### config.mk
export PLATFORM = sky130hd
export DESIGN_NAME = msk_burst_sched
export DESIGN_NICKNAME = d
export VERILOG_FILES = /design/src/rtl/msk_burst_sched.sv
export SDC_FILE = /design/constraint.sdc
export NUM_CORES = 1
export LEC_CHECK = 0
export CAP_MARGIN = 15
export CELL_PAD_IN_SITES_DETAIL_PLACEMENT = 2
export CELL_PAD_IN_SITES_GLOBAL_PLACEMENT = 2
export CORE_MARGIN = 4
export CORE_UTILIZATION = 36
export DETAILED_ROUTE_END_ITERATION = 10
export PLACE_DENSITY_LB_ADDON = 0.1
export SLEW_MARGIN = 20
export SYNTH_ARGS = -nofsm -noshare
export SYNTH_HDL_FRONTEND = slang
export SYNTH_SLANG_ARGS = --single-unit
### constraint.sdc
create_clock -name clk_msk_in -period 3.6 [get_ports clk_msk_in]
set_input_delay 0.9 -clock clk_msk_in [delete_from_list [all_inputs] [get_ports clk_msk_in]]
set_output_delay 0.9 -clock clk_msk_in [all_outputs]
set_load 0.1 [all_outputs]
### src/rtl/msk_burst_sched.sv
// ---------------------------------------------------------------------------
// msk_burst_sched
//
// Burst scheduler for the MSK transmit phase stage. Payload words arrive from
// the framer over a valid/ready handshake. Each word produces one RF-on pulse
// of ON_CLKS clocks followed by an RF-off gap of OFF_CLKS clocks. During the
// pulse the word is serialised MSB first as 16 I/Q bit pairs, and each pair is
// held for CHIP_CLKS clocks. A burst repeats this for burst_len pulses.
// ON_CLKS must equal 16*CHIP_CLKS so that the last pair ends with the pulse.
//
// Ports
//   clk_msk_in      : 50 MHz MSK clock, rising edge
//   logic_rst_n     : asynchronous active-low reset
//   burst_start     : single-cycle burst request (ignored while busy)
//   burst_len       : pulses per burst, sampled on an accepted start
//   burst_abort     : forces IDLE; no burst_done is issued
//   word_data       : payload word, bit 31 sent first
//   word_valid      : word_data is valid
//   word_ready      : combinational; the word is consumed on valid & ready
//   phase_pulse_out : RF-on gate
//   phase_i_out     : current I bit (0 outside the pulse)
//   phase_q_out     : current Q bit (0 outside the pulse)
//   busy            : high when not IDLE
//   burst_done      : one-cycle pulse at the end of a burst
//   underflow       : sticky; a word was missing when one was due
//   pulse_cnt       : pulses completed in the current or last burst
// ---------------------------------------------------------------------------
module msk_burst_sched #(
   parameter int ON_CLKS   = 320,
   parameter int OFF_CLKS  = 330,
   parameter int CHIP_CLKS = 20
) (
   input  logic        clk_msk_in,
   input  logic        logic_rst_n,
   input  logic        burst_start,
   input  logic [7:0]  burst_len,
   input  logic        burst_abort,
   input  logic [31:0] word_data,
   input  logic        word_valid,
   output logic        word_ready,
   output logic        phase_pulse_out,
   output logic        phase_i_out,
   output logic        phase_q_out,
   output logic        busy,
   output logic        burst_done,
   output logic        underflow,
   output logic [7:0]  pulse_cnt
);

   typedef enum logic [1:0] {
      IDLE = 2'd0,
      ON   = 2'd1,
      OFF  = 2'd2
   } state_t;

   localparam logic [8:0] ON_LAST   = 9'(ON_CLKS - 1);
   localparam logic [8:0] OFF_LAST  = 9'(OFF_CLKS - 1);
   localparam logic [4:0] CHIP_LAST = 5'(CHIP_CLKS - 1);

   state_t      state_reg, state_next;
   logic [8:0]  slot_cnt_reg, slot_cnt_next;
   logic [4:0]  chip_cnt_reg, chip_cnt_next;
   logic [7:0]  remaining_reg, remaining_next;
   // Pairs still to be sent; the top two bits are the next pair.
   logic [29:0] shift_reg, shift_next;
   logic        pulse_reg, pulse_next;
   logic        i_reg, i_next;
   logic        q_reg, q_next;
   logic        busy_reg, busy_next;
   logic        done_reg, done_next;
   logic        underflow_reg, underflow_next;
   logic [7:0]  pulse_cnt_reg, pulse_cnt_next;

   logic        idle_accept;
   logic        off_reload;

   // A start is only taken from IDLE with a non-zero length and a word in hand.
   assign idle_accept = (state_reg == IDLE) && burst_start && (burst_len != 8'd0)
                        && word_valid && !burst_abort;
   // Next word of an ongoing burst is fetched on the last OFF clock only.
   assign off_reload  = (state_reg == OFF) && (slot_cnt_reg == OFF_LAST)
                        && (remaining_reg != 8'd0) && word_valid && !burst_abort;

   assign word_ready = idle_accept || off_reload;

   always_comb begin
      state_next     = state_reg;
      slot_cnt_next  = slot_cnt_reg;
      chip_cnt_next  = chip_cnt_reg;
      remaining_next = remaining_reg;
      shift_next     = shift_reg;
      pulse_next     = pulse_reg;
      i_next         = i_reg;
      q_next         = q_reg;
      done_next      = 1'b0;
      underflow_next = underflow_reg;
      pulse_cnt_next = pulse_cnt_reg;

      if (burst_abort) begin
         state_next    = IDLE;
         slot_cnt_next = 9'd0;
         chip_cnt_next = 5'd0;
         pulse_next    = 1'b0;
         i_next        = 1'b0;
         q_next        = 1'b0;
      end else begin
         case (state_reg)
            IDLE: begin
               if (idle_accept) begin
                  remaining_next = burst_len - 8'd1;
                  pulse_cnt_next = 8'd0;
                  underflow_next = 1'b0;
               end
            end
            ON: begin
               if (slot_cnt_reg == ON_LAST) begin
                  state_next     = OFF;
                  slot_cnt_next  = 9'd0;
                  pulse_next     = 1'b0;
                  i_next         = 1'b0;
                  q_next         = 1'b0;
                  // Only burst_len = 255 can reach 255, so saturation never
                  // hides a real count.
                  pulse_cnt_next = (pulse_cnt_reg == 8'hFF) ? 8'hFF
                                                            : pulse_cnt_reg + 8'd1;
               end else begin
                  slot_cnt_next = slot_cnt_reg + 9'd1;
                  if (chip_cnt_reg == CHIP_LAST) begin
                     chip_cnt_next = 5'd0;
                     i_next        = shift_reg[29];
                     q_next        = shift_reg[28];
                     shift_next    = {shift_reg[27:0], 2'b00};
                  end else begin
                     chip_cnt_next = chip_cnt_reg + 5'd1;
                  end
               end
            end
            OFF: begin
               if (slot_cnt_reg == OFF_LAST) begin
                  if (remaining_reg == 8'd0) begin
                     state_next = IDLE;
                     done_next  = 1'b1;
                  end else if (word_valid) begin
                     remaining_next = remaining_reg - 8'd1;
                  end else begin
                     state_next     = IDLE;
                     done_next      = 1'b1;
                     underflow_next = 1'b1;
                  end
               end else begin
                  slot_cnt_next = slot_cnt_reg + 9'd1;
               end
            end
            default: begin
               state_next = IDLE;
            end
         endcase

         // Common word load: the first pair is presented on the next clock.
         if (word_ready) begin
            state_next    = ON;
            slot_cnt_next = 9'd0;
            chip_cnt_next = 5'd0;
            pulse_next    = 1'b1;
            i_next        = word_data[31];
            q_next        = word_data[30];
            shift_next    = word_data[29:0];
         end
      end

      busy_next = (state_next != IDLE);
   end

   always_ff @(posedge clk_msk_in or negedge logic_rst_n) begin
      if (!logic_rst_n) begin
         state_reg     <= IDLE;
         slot_cnt_reg  <= 9'd0;
         chip_cnt_reg  <= 5'd0;
         remaining_reg <= 8'd0;
         shift_reg     <= 30'd0;
         pulse_reg     <= 1'b0;
         i_reg         <= 1'b0;
         q_reg         <= 1'b0;
         busy_reg      <= 1'b0;
         done_reg      <= 1'b0;
         underflow_reg <= 1'b0;
         pulse_cnt_reg <= 8'd0;
      end else begin
         state_reg     <= state_next;
         slot_cnt_reg  <= slot_cnt_next;
         chip_cnt_reg  <= chip_cnt_next;
         remaining_reg <= remaining_next;
         shift_reg     <= shift_next;
         pulse_reg     <= pulse_next;
         i_reg         <= i_next;
         q_reg         <= q_next;
         busy_reg      <= busy_next;
         done_reg      <= done_next;
         underflow_reg <= underflow_next;
         pulse_cnt_reg <= pulse_cnt_next;
      end
   end

   assign phase_pulse_out = pulse_reg;
   assign phase_i_out     = i_reg;
   assign phase_q_out     = q_reg;
   assign busy            = busy_reg;
   assign burst_done      = done_reg;
   assign underflow       = underflow_reg;
   assign pulse_cnt       = pulse_cnt_reg;

endmodule

* Yosys cells after proc, flatten, opt, wreduce, memory -nomap -nowiden
Index checks and enable logic that the tools add are counted.
** Storage, ports and cells
- Word-level logic and storage cells :: 118
- Bits of input ports :: 45
- Output and inout port bits :: 15
- Register bits after elaboration :: 68
** Operators by class
- Equality and inequality tests :: 15
- Muxes and demuxes :: 54
- $add $sub $neg :: 5
- Reductions and logical operators :: 31
- Bitwise gates (word level) :: 1
** Operator list (number)
- two-way mux 30 bit :: 4
- two-way mux 8 bit :: 7
- two-way mux 9 bit :: 4
- case mux 8 bit (2 select lines) :: 2
- two-way mux 5 bit :: 5
- two-way mux 1 bit :: 23
- equality test 9 bit, second input constant :: 2
- case mux 9 bit (2 select lines) :: 1
- nonzero test 8 bit :: 2
- subtractor 8 x 1 -> 8 bit, second input constant :: 2
- two-way mux 2 bit :: 6
- != test 2 bit, second input constant :: 6
- AND reduction 6 bit :: 2
- nonzero test 2 bit :: 5
- adder 9 x 1 -> 9 bit, second input constant :: 1
- adder 8 x 1 -> 8 bit, second input constant :: 1
- equality test 8 bit, second input constant :: 1
- logical AND 1 bit :: 8
- logical NOT 8 bit :: 1
- AND reduction 2 bit :: 4
- AND reduction 4 bit :: 2
- nonzero test 4 bit :: 2
- case mux 2 bit (3 select lines) :: 1
- nonzero test 3 bit :: 2
- 12 further kinds :: 12

* Depth between registers and ports, before layout
Gate-level depths: netlist of run 1.
- Depth after elaboration :: 9
- Gate-level depth with buffers :: 12
- Mapped depth without buffers :: 9

* Worst setup path after synthesis of run 1
No wires, ideal clock.
- Kind :: input-to-output
- From :: input port burst_len[1]
- To :: output port word_ready
- Slack :: 0.445 ns
- Stages on the path :: 5
- Arrival time :: 2.255 ns
- Cell sequence :: or4_4 > o21ai_2 > o31a_4 > buf_6 > inv_2
** On the way
- Word-level cells in the longest chain between the ends :: 5
** Ends and longest elaborated chain
- start, declared :: RTL line 36 : input logic [7:0] burst_len,
- nonzero test 8 bit :: RTL line 78 : assign idle_accept = (state_reg == IDLE) && burst_start && (burst_len != 8'd0)
- logical AND 1 bit :: RTL line 78
- logical AND 1 bit (2 in a row) :: RTL line 79 : && word_valid && !burst_abort;
- logical OR 1 bit :: RTL line 84 : assign word_ready = idle_accept || off_reload;
- end, declared :: RTL line 40 : output logic word_ready,
No other way between the ends.

* Final worst setup path of run 1
Same ends and word-level chain as after synthesis.

==> results.yml, run 1 <==
route:
  routed_wl_um: 12800
  vias_per_cell: 5.653
  antenna_left: 0
  vias: 3392
  drtIter0Drc: 211
  drt_pre_antenna_iters: 4
  drc: 0
  wl_per_cell_um: 21.34
clocking:
  htree_levels: 3
  clockRootBuffer: "clkbuf_16"
  holdBufCountCts: 0
  post_cts_buffers: 0
  path_clk_slew_ps: 60
  cts_tree: "built"
  cts_sinks: 68
  numCtsBuffers: 9
  insertion_delay_ps: 350
  cts_resized: 0
  cts_buffer_depth: 2
logic_synthesis:
  synth_seq_cells: 68
  ys_types: 71
  synth_top_family_by_area: "multiplexers"
  synth_area_per_cell_sq_um: 11.01
  yosysSeqAreaShare_pct: 40.79
  synth_simple_gate_area_share_pct: 15.27
  syn_inst: 379
  synth-edff-count: 0
  synth_ff_type: "dfrtp_1"
  synth_warnings: 0
  synth.area.mux_share_pct: 20.28
  synth_fp_nets: 433
  synthAdderAreaFrac_pct: 2.699
  synth_xor_area_share_pct: 0.6299
  syn_area_sq_um: 4172
  synthArstFlopShare_pct: 100.0
  synth_compound_area_share_pct: 16.71
sta:
  finalSetupTns_ps: 0
  slew_headroom_pct: 38.55
  holdWs_ps: 515.0
  hold_violations: 0
  setup-violations-final: 0
  clock_skew_ps: 7.484
  drv_slew: 0
  worst_slew_pin_slew_ps: 914.7
  period_share_pct: 97.47
  max_freq_mhz: 285.0
  period_minus_slack_ps: 3509
  rsz0062_at_grt: "no"
worst_setup_path:
  worst_ep_arrival_time_ps: 2610
  worstPathCellList: "clkdlybuf4s50_1, or4_4, o21ai_2, o31a_4, inv_2, buf_12"
  crit_path_end_kind: "primary output"
  crit_fanout: 4
  cp_slowest_cell: "or4_4"
  criticalPathCategory: "input pin to primary output"
  cp.required_ps: 2700
  critPathMaxStageDelay_ps: 600
  cpLargestDelayFamily: "buffers and inverters"
  reg2reg_from: "state_reg[0]"
  reg2reg_slack_ps: 600
  cp_num_cells: 6
  path_buf_inv: 3
  reg2reg_depth: 8
  start_kind: "input pin"
  r2r_end: "remaining_reg[4]"
placement:
  dp_hpwl_um: 8877
  dp.cells: 585
  place_congestion: 0.8161
  port_buffers: 59
  placed_area_sq_um: 4997
grt:
  grt_antenna_before_repair: 0
  grt_usage_pct: 20.43
  grt_overflow: 0
  grt_max_degree: 45
  grt_pass1_wl_um: 21070
  first_global_vias: 3865
floorplanning:
  die_w_um: 115.6
  fp.dieH_um: 115.6
  core_area_sq_um: 11370
  io_pins: 60
  row_count: 39
  initial_utilization_pct: 36.69
  die_area_sq_um: 13370
worst_hold_path:
  min-delay-start: "shift_reg[3]"
  whs_endpoint: "shift_reg[3]"
  hp-class: "flop to flop"
  whs_path_depth: 1
layout:
  final_cell_mix: "dfrtp_1 (68), mux2_4 (46), clkdlybuf4s50_1 (43), buf_4 (28), nor2_1 (26)"
  utilization_pct: 46.92
  design_area_sq_um: 5335
  area_growth_pct: 27.89
  drive_gt1_share_pct: 26.91
  largest_register_ffs: 30
  stdcell_count: 600
  seq_area_sq_um: 1702
  final_nets: 507
  layout_commonest_cell: "dfrtp_1"
  multi_input_area_sq_um: 2327
  antenna_cells: 0
  num-fill-cells: 1164
power_and_ir_drop:
  peakVddDrop_mv: 0.3124
  powerDensity_nw_per_um2: 510.7
  p_leak_uw: 0.002371
outcome:
  status: "completed"
job:
  maxCapViolCount: 0
## synthesized netlist by cell type, drive strengths merged (6+ instances only)
library cell	instances	area share, %
ha	9	2.7
dfrtp	68	41
nand2	24	2.2
a31oi	10	1.6
nor2	26	2.3
inv	17	1.5
nor3	11	1.3
o31ai	6	1.2
nor4	6	1.0
and3	8	1.2
a21oi	21	2.5
nand3	11	1.4
buf	8	1.6
o21ai	18	2.2
mux2	58	20
## metal layers
metal	up-vias	global-route usage (%)	routed length [um]
met5	-	0	0
met2	68	34.49	6378
li1	1575	-	-
met4	0	6.187	211
met1	1728	26.30	5671
met3	21	4.543	539
## metrics by stage
step	power, uW	setup WS [ps]
2_1_floorplan	1478	445.3
6_report	2725	91.26
3_3_place_gp	1649	125.3
4_1_cts	2747	89.85
5_1_grt	2867	28.96
3_5_place_dp	1685	98.60
## layout make-up
| class | instances | area share (%) |
|---|---|---|
| Clock buffer | 9 | 4.221 |
| Clock inverter | 6 | 2.111 |
| Inverter | 17 | 1.196 |
| Multi-Input combinational cell | 281 | 43.62 |
| Sequential cell | 68 | 31.89 |
| Tap cell | 143 | 3.354 |
| Timing Repair Buffer | 76 | 13.60 |
## worst max path at each step
stage | slack [ps] | to | startpoint
2_1_floorplan | 450 | word_ready | burst_len[1]
3_3_place_gp | 130 | word_ready | burst_len[1]
3_5_place_dp | 100 | word_ready | burst_len[1]
4_1_cts | 90 | word_ready | burst_len[1]
5_1_grt | 30 | word_ready | burst_len[1]
6_report | 90 | word_ready | burst_len[1]
## logic make-up after synthesis
family | after synthesis
flops | 68
mux | 60
compound gates | 95
buf+inv | 30
simple gates | 114
fa+ha+maj | 9
xor+xnor | 3
## power by group
| group | internal [uW] | total (uW) | leakage [uW] | switching (uW) |
|---|---|---|---|---|
| sequential | 920 | 1040 | 0.000901 | 117 |
| clock | 675 | 1040 | 0.000166 | 369 |
| combinational | 405 | 643 | 0.00130 | 238 |
| total | 2000 | 2720 | 0.00237 | 724 |
Note: power is estimated with default switching activity, not from simulation.
==> run 2, diff against run 1 <==
--- a/config.mk
+++ b/config.mk
@@ -9,7 +9,9 @@
 export CELL_PAD_IN_SITES_DETAIL_PLACEMENT = 2
 export CELL_PAD_IN_SITES_GLOBAL_PLACEMENT = 2
 export CORE_MARGIN = 4
-export CORE_UTILIZATION = 36
+export CORE_UTILIZATION = 37
+export CTS_BUF_LIST = sky130_fd_sc_hd__clkbuf_4
+export CTS_CLUSTER_SIZE = 8
 export DETAILED_ROUTE_END_ITERATION = 10
 export PLACE_DENSITY_LB_ADDON = 0.1
 export SLEW_MARGIN = 20
==> run 2 against run 1 <==
  * Flip-flop and latch count stayed put
  * Die area is 2.5% lower
  * Power is 21% lower
  * Largest power group unchanged
  * Clock skew is 4.9 ps higher
  * Non-clock buffer count stayed put
==> results.yml, run 2 (synthesized netlist as in run 1, its figures left out) <==
clocking:
  numCtsBuffers: 9
  cts_resized: 0
  insertion_delay_ps: 450
  htree_levels: 3
  holdBufCountCts: 0
  cts_buffer_depth: 2
  clockRootBuffer: "clkbuf_4"
  cts_tree: "built"
  cts_sinks: 68
  path_clk_slew_ps: 120
  post_cts_buffers: 0
route:
  dr_wl_met3_um: 405
  routed_wl_um: 12240
  drt_pre_antenna_iters: 4
  antenna_left: 0
  drc: 0
  vias: 3384
  met1_length_um: 5288
  wl_met2_um: 6334
  wl_per_cell_um: 20.47
  vias_per_cell: 5.659
  highest_layer: "met4"
  drtIter0Drc: 115
sta:
  period_minus_slack_ps: 3491
  clock_skew_ps: 12.41
  setup-violations-final: 0
  worst_slew_pin_slew_ps: 959.2
  rsz0062_at_grt: "no"
  period_share_pct: 96.98
  slew_headroom_pct: 35.85
  drv_slew: 0
  max_freq_mhz: 286.4
  hold_violations: 0
  finalSetupTns_ps: 0
placement:
  dp_hpwl_um: 9187
  port_buffers: 59
  place_congestion: 0.7773
power_and_ir_drop:
  powerDensity_nw_per_um2: 421.3
  p_total_uw: 2146
  peakVddDrop_mv: 0.2442
  p_leak_uw: 0.002255
worst_setup_path:
  criticalPathCategory: "input pin to primary output"
  worst_ep_arrival_time_ps: 2590
  cp.required_ps: 2700
  crit_fanout: 6
  start_kind: "input pin"
  crit_path_end_kind: "primary output"
layout:
  final_cell_mix: "dfrtp_1 (68), mux2_4 (46), clkdlybuf4s50_1 (44), buf_4 (28), nor2_1 (26)"
  largest_register_ffs: 30
  area_growth_pct: 22.11
  seq_area_sq_um: 1702
  multi_input_area_sq_um: 2327
  final_nets: 507
  antenna_cells: 0
  num-fill-cells: 1161
  drive_gt1_share_pct: 26.64
  layout_commonest_cell: "dfrtp_1"
grt:
  first_global_vias: 3840
  grt_overflow: 0
  grt_max_degree: 40
  grt_antenna_before_repair: 0
  grt_pass1_wl_um: 20240
  grt_usage_pct: 19.91
floorplanning:
  die_area_sq_um: 13040
  die_w_um: 114.2
  initial_utilization_pct: 38.15
  core_area_sq_um: 10940
  fp.dieH_um: 114.2
  row_count: 38
  io_pins: 60
outcome:
  status: "completed"
job:
  maxCapViolCount: 0
worst_hold_path:
  hp-class: "input pin to async pin"
==> run 2: cell count changes in the layout (fill, tap and decap cells not counted), sizes merged <==
cell | before | now
buf | 33 | 32
clkinvlp | 0 | 2
clkdlybuf4s50 | 43 | 44
clkinv | 2 | 4
bufinv | 3 | 0
==> run 2: report_power, final <==
group / total (uW) / leakage [uW] / switching [uW] / internal [uW]
Combinational: 645 / 0.00129 / 241 / 404
Sequential: 1040 / 0.000901 / 121 / 917
Clock: 463 / 0.0000595 / 325 / 138
Total: 2150 / 0.00225 / 687 / 1460
==> run 2: area by class of cell <==
| type | instances | area share [%] |
|---|---|---|
| Sequential cell | 68 | 33.41 |
| Multi-Input combinational cell | 281 | 45.69 |
| Timing Repair Buffer | 76 | 14.05 |
| Clock buffer | 9 | 1.326 |
| Inverter | 17 | 1.253 |
| Clock inverter | 7 | 0.8352 |
| Tap cell | 140 | 3.439 |
==> run 2: per-stage QoR <==
stage          hold slack [ps]  area [sq um]  setup WS [ps]  std cells  utilization (%)
6_report                 509.2          5094          108.7        598            46.58
5_1_grt                  542.2          5094          28.51        598            46.58
4_1_cts                  520.7          5094          109.5        598            46.58
3_5_place_dp             497.8          4984          113.5        582            45.57
3_3_place_gp             486.6          4984          117.5        582            45.57
2_1_floorplan            473.2          4172          445.3        379                -
==> run 2: worst max-delay path, stage by stage <==
cell and delay (ps):
clkdlybuf4s50_1 450, or4_4 590, o21ai_2 210, o31a_4 190, inv_2 80, buf_12 170
==> run 2: path summary, 6_finish.rpt <==
kind	startpoint	end	slack, ps	cells after the start
max	burst_len[1]	word_ready	110	6
min	logic_rst_n	remaining_reg[7]	510	1
max reg2reg	state_reg[0]	remaining_reg[4]	500	8
min reg2reg	shift_reg[4]	shift_reg[4]	530	1
max in group asynchronous	logic_rst_n	shift_reg[10]	2410	2
min in group clk_msk_in	shift_reg[4]	shift_reg[4]	530	1
==> run 2: metal layers <==
metal	vias up	global-route usage [%]
met5	-	0
met4	0	7.284
met3	17	3.436
met2	51	34.39
met1	1747	24.92
li1	1569	-
==> run 3, diff against run 2 <==
--- a/config.mk
+++ b/config.mk
@@ -6,14 +6,14 @@
 export NUM_CORES = 1
 export LEC_CHECK = 0
 export CAP_MARGIN = 15
-export CELL_PAD_IN_SITES_DETAIL_PLACEMENT = 2
-export CELL_PAD_IN_SITES_GLOBAL_PLACEMENT = 2
+export CORE_ASPECT_RATIO = 0.8
 export CORE_MARGIN = 4
-export CORE_UTILIZATION = 37
+export CORE_UTILIZATION = 57
 export CTS_BUF_LIST = sky130_fd_sc_hd__clkbuf_4
+export CTS_CLUSTER_DIAMETER = 100
 export CTS_CLUSTER_SIZE = 8
 export DETAILED_ROUTE_END_ITERATION = 10
-export PLACE_DENSITY_LB_ADDON = 0.1
+export PLACE_DENSITY = 0.83
 export SLEW_MARGIN = 20
 export SYNTH_ARGS = -nofsm -noshare
 export SYNTH_HDL_FRONTEND = slang
==> run 3 against run 2 <==
  * Cell area decreased by 1.0%
  * Sequential power about the same
  * Via count decreased by 1.7%
  * Worst hold slack improved by 16 ps
  * Clock-buffer cell count unchanged
  * Die area decreased by 33%
  * Register-to-register slack improved by 130 ps
  * Critical path depth unchanged
  * Critical endpoint unchanged
  * Highest routed layer unchanged
==> results.yml, run 3 (synthesized netlist as in run 1, its figures left out) <==
worst_setup_path:
  criticalPathCategory: "input pin to primary output"
  r2r_end: "remaining_reg[4]"
  worst_ep_arrival_time_ps: 2580
  reg2reg_from: "state_reg[0]"
  reg2reg_slack_ps: 630
  start_kind: "input pin"
  crit_fanout: 6
  crit_path_end_kind: "primary output"
  cp.required_ps: 2700
  reg2reg_depth: 8
job:
  maxCapViolCount: 0
layout:
  largest_register_ffs: 30
  stdcell_count: 541
  design_area_sq_um: 5042
  num-fill-cells: 493
  area_growth_pct: 20.88
  final_cell_mix: "dfrtp_1 (68), mux2_4 (46), clkdlybuf4s50_1 (44), nor2_1 (26), nand2_1 (24)"
  layout_commonest_cell: "dfrtp_1"
  drive_gt1_share_pct: 26.21
  seq_area_sq_um: 1702
  antenna_cells: 0
  final_nets: 503
  multi_input_area_sq_um: 2327
sta:
  hold_violations: 0
  clock_skew_ps: 15.54
  max_freq_mhz: 287.2
  worst_slew_pin_slew_ps: 962.7
  setup_ws_ps: 117.7
  drv_slew: 0
  period_share_pct: 96.73
  setup-violations-final: 0
  rsz0062_at_grt: "no"
  slew_headroom_pct: 35.62
  finalSetupTns_ps: 0
  period_minus_slack_ps: 3482
floorplanning:
  core_area_sq_um: 6993
  fp.dieH_um: 84.52
  die_area_sq_um: 8760
  die_w_um: 103.6
  initial_utilization_pct: 59.65
  row_count: 27
  io_pins: 60
grt:
  grt_overflow: 0
  grt_antenna_before_repair: 0
  first_global_vias: 3303
  grt_usage_pct: 22.45
  grt_pass1_wl_um: 16090
  grt_max_degree: 36
power_and_ir_drop:
  powerDensity_nw_per_um2: 429.2
  peakVddDrop_mv: 0.2665
  p_leak_uw: 0.002262
worst_hold_path:
  hp-class: "flop to flop"
  min-delay-start: "shift_reg[27]"
  whs_path_depth: 1
  whs_endpoint: "shift_reg[27]"
route:
  drtIter0Drc: 195
  vias_per_cell: 6.146
  antenna_left: 0
  drt_pre_antenna_iters: 5
  wl_per_cell_um: 17.69
  drc: 0
  routed_wl_um: 9572
  vias: 3325
clocking:
  cts_sinks: 68
  cts_resized: 0
  numCtsBuffers: 9
  insertion_delay_ps: 410
  holdBufCountCts: 0
  clockRootBuffer: "clkbuf_4"
  htree_levels: 3
  post_cts_buffers: 0
  cts_buffer_depth: 2
  path_clk_slew_ps: 130
  cts_tree: "built"
placement:
  port_buffers: 59
  place_congestion: 0.9203
  place_ws_ps: 120.5
  dp_hpwl_um: 7010
  placed_area_sq_um: 4900
  dp.cells: 525
outcome:
  status: "completed"
run 3: per-layer routing:
layer / share of wire, % / wire, um / global-route usage [%] / vias to the layer above
li1: - / - / - / 1573
met1: 44 / 4187 / 29.62 / 1619
met2: 50 / 4743 / 37.71 / 119
met3: 5.4 / 516 / 5.150 / 14
met4: 1.3 / 126 / 6.039 / 0
met5: 0 / 0 / 0 / -
run 3: how the worst max path moves through the flow:
stage	slack [ps]	from	cells after the start	end
6_report	120	burst_len[0]	6	word_ready
5_1_grt	50	burst_len[1]	6	word_ready
4_1_cts	110	burst_len[0]	6	word_ready
3_5_place_dp	120	burst_len[0]	6	word_ready
3_3_place_gp	140	burst_len[1]	6	word_ready
2_1_floorplan	450	burst_len[1]	5	word_ready
run 3: power by group:
group	total, uW	internal (uW)	leakage (uW)	switching [uW]
logic	621	399	0.00128	222
clock network	515	215	0.0000802	300
registers	1030	917	0.000901	112
run 3: critical path, cell delays in order:
cell             delay, ps
clkdlybuf4s50_1        460
or4_4                  570
o21ai_2                190
o31a_4                 190
inv_2                   80
buf_12                 170
run 3: layout make-up:
type | instances | share of cell area, %
Clock inverter | 7 | 1.489
Inverter | 17 | 1.266
Clock buffer | 9 | 1.340
Tap cell | 87 | 2.159
Sequential cell | 68 | 33.75
Timing Repair Buffer | 72 | 13.85
Multi-Input combinational cell | 281 | 46.15
run 3: metrics by stage:
stage	utilization, %	hold slack [ps]	total power [uW]
floorplan	-	473.2	1478
global placement	70.07	486.5	1626
detailed placement	70.07	496.2	1663
CTS	72.11	526.9	2175
global route	72.11	544.4	2278
finish	72.11	525.4	2164
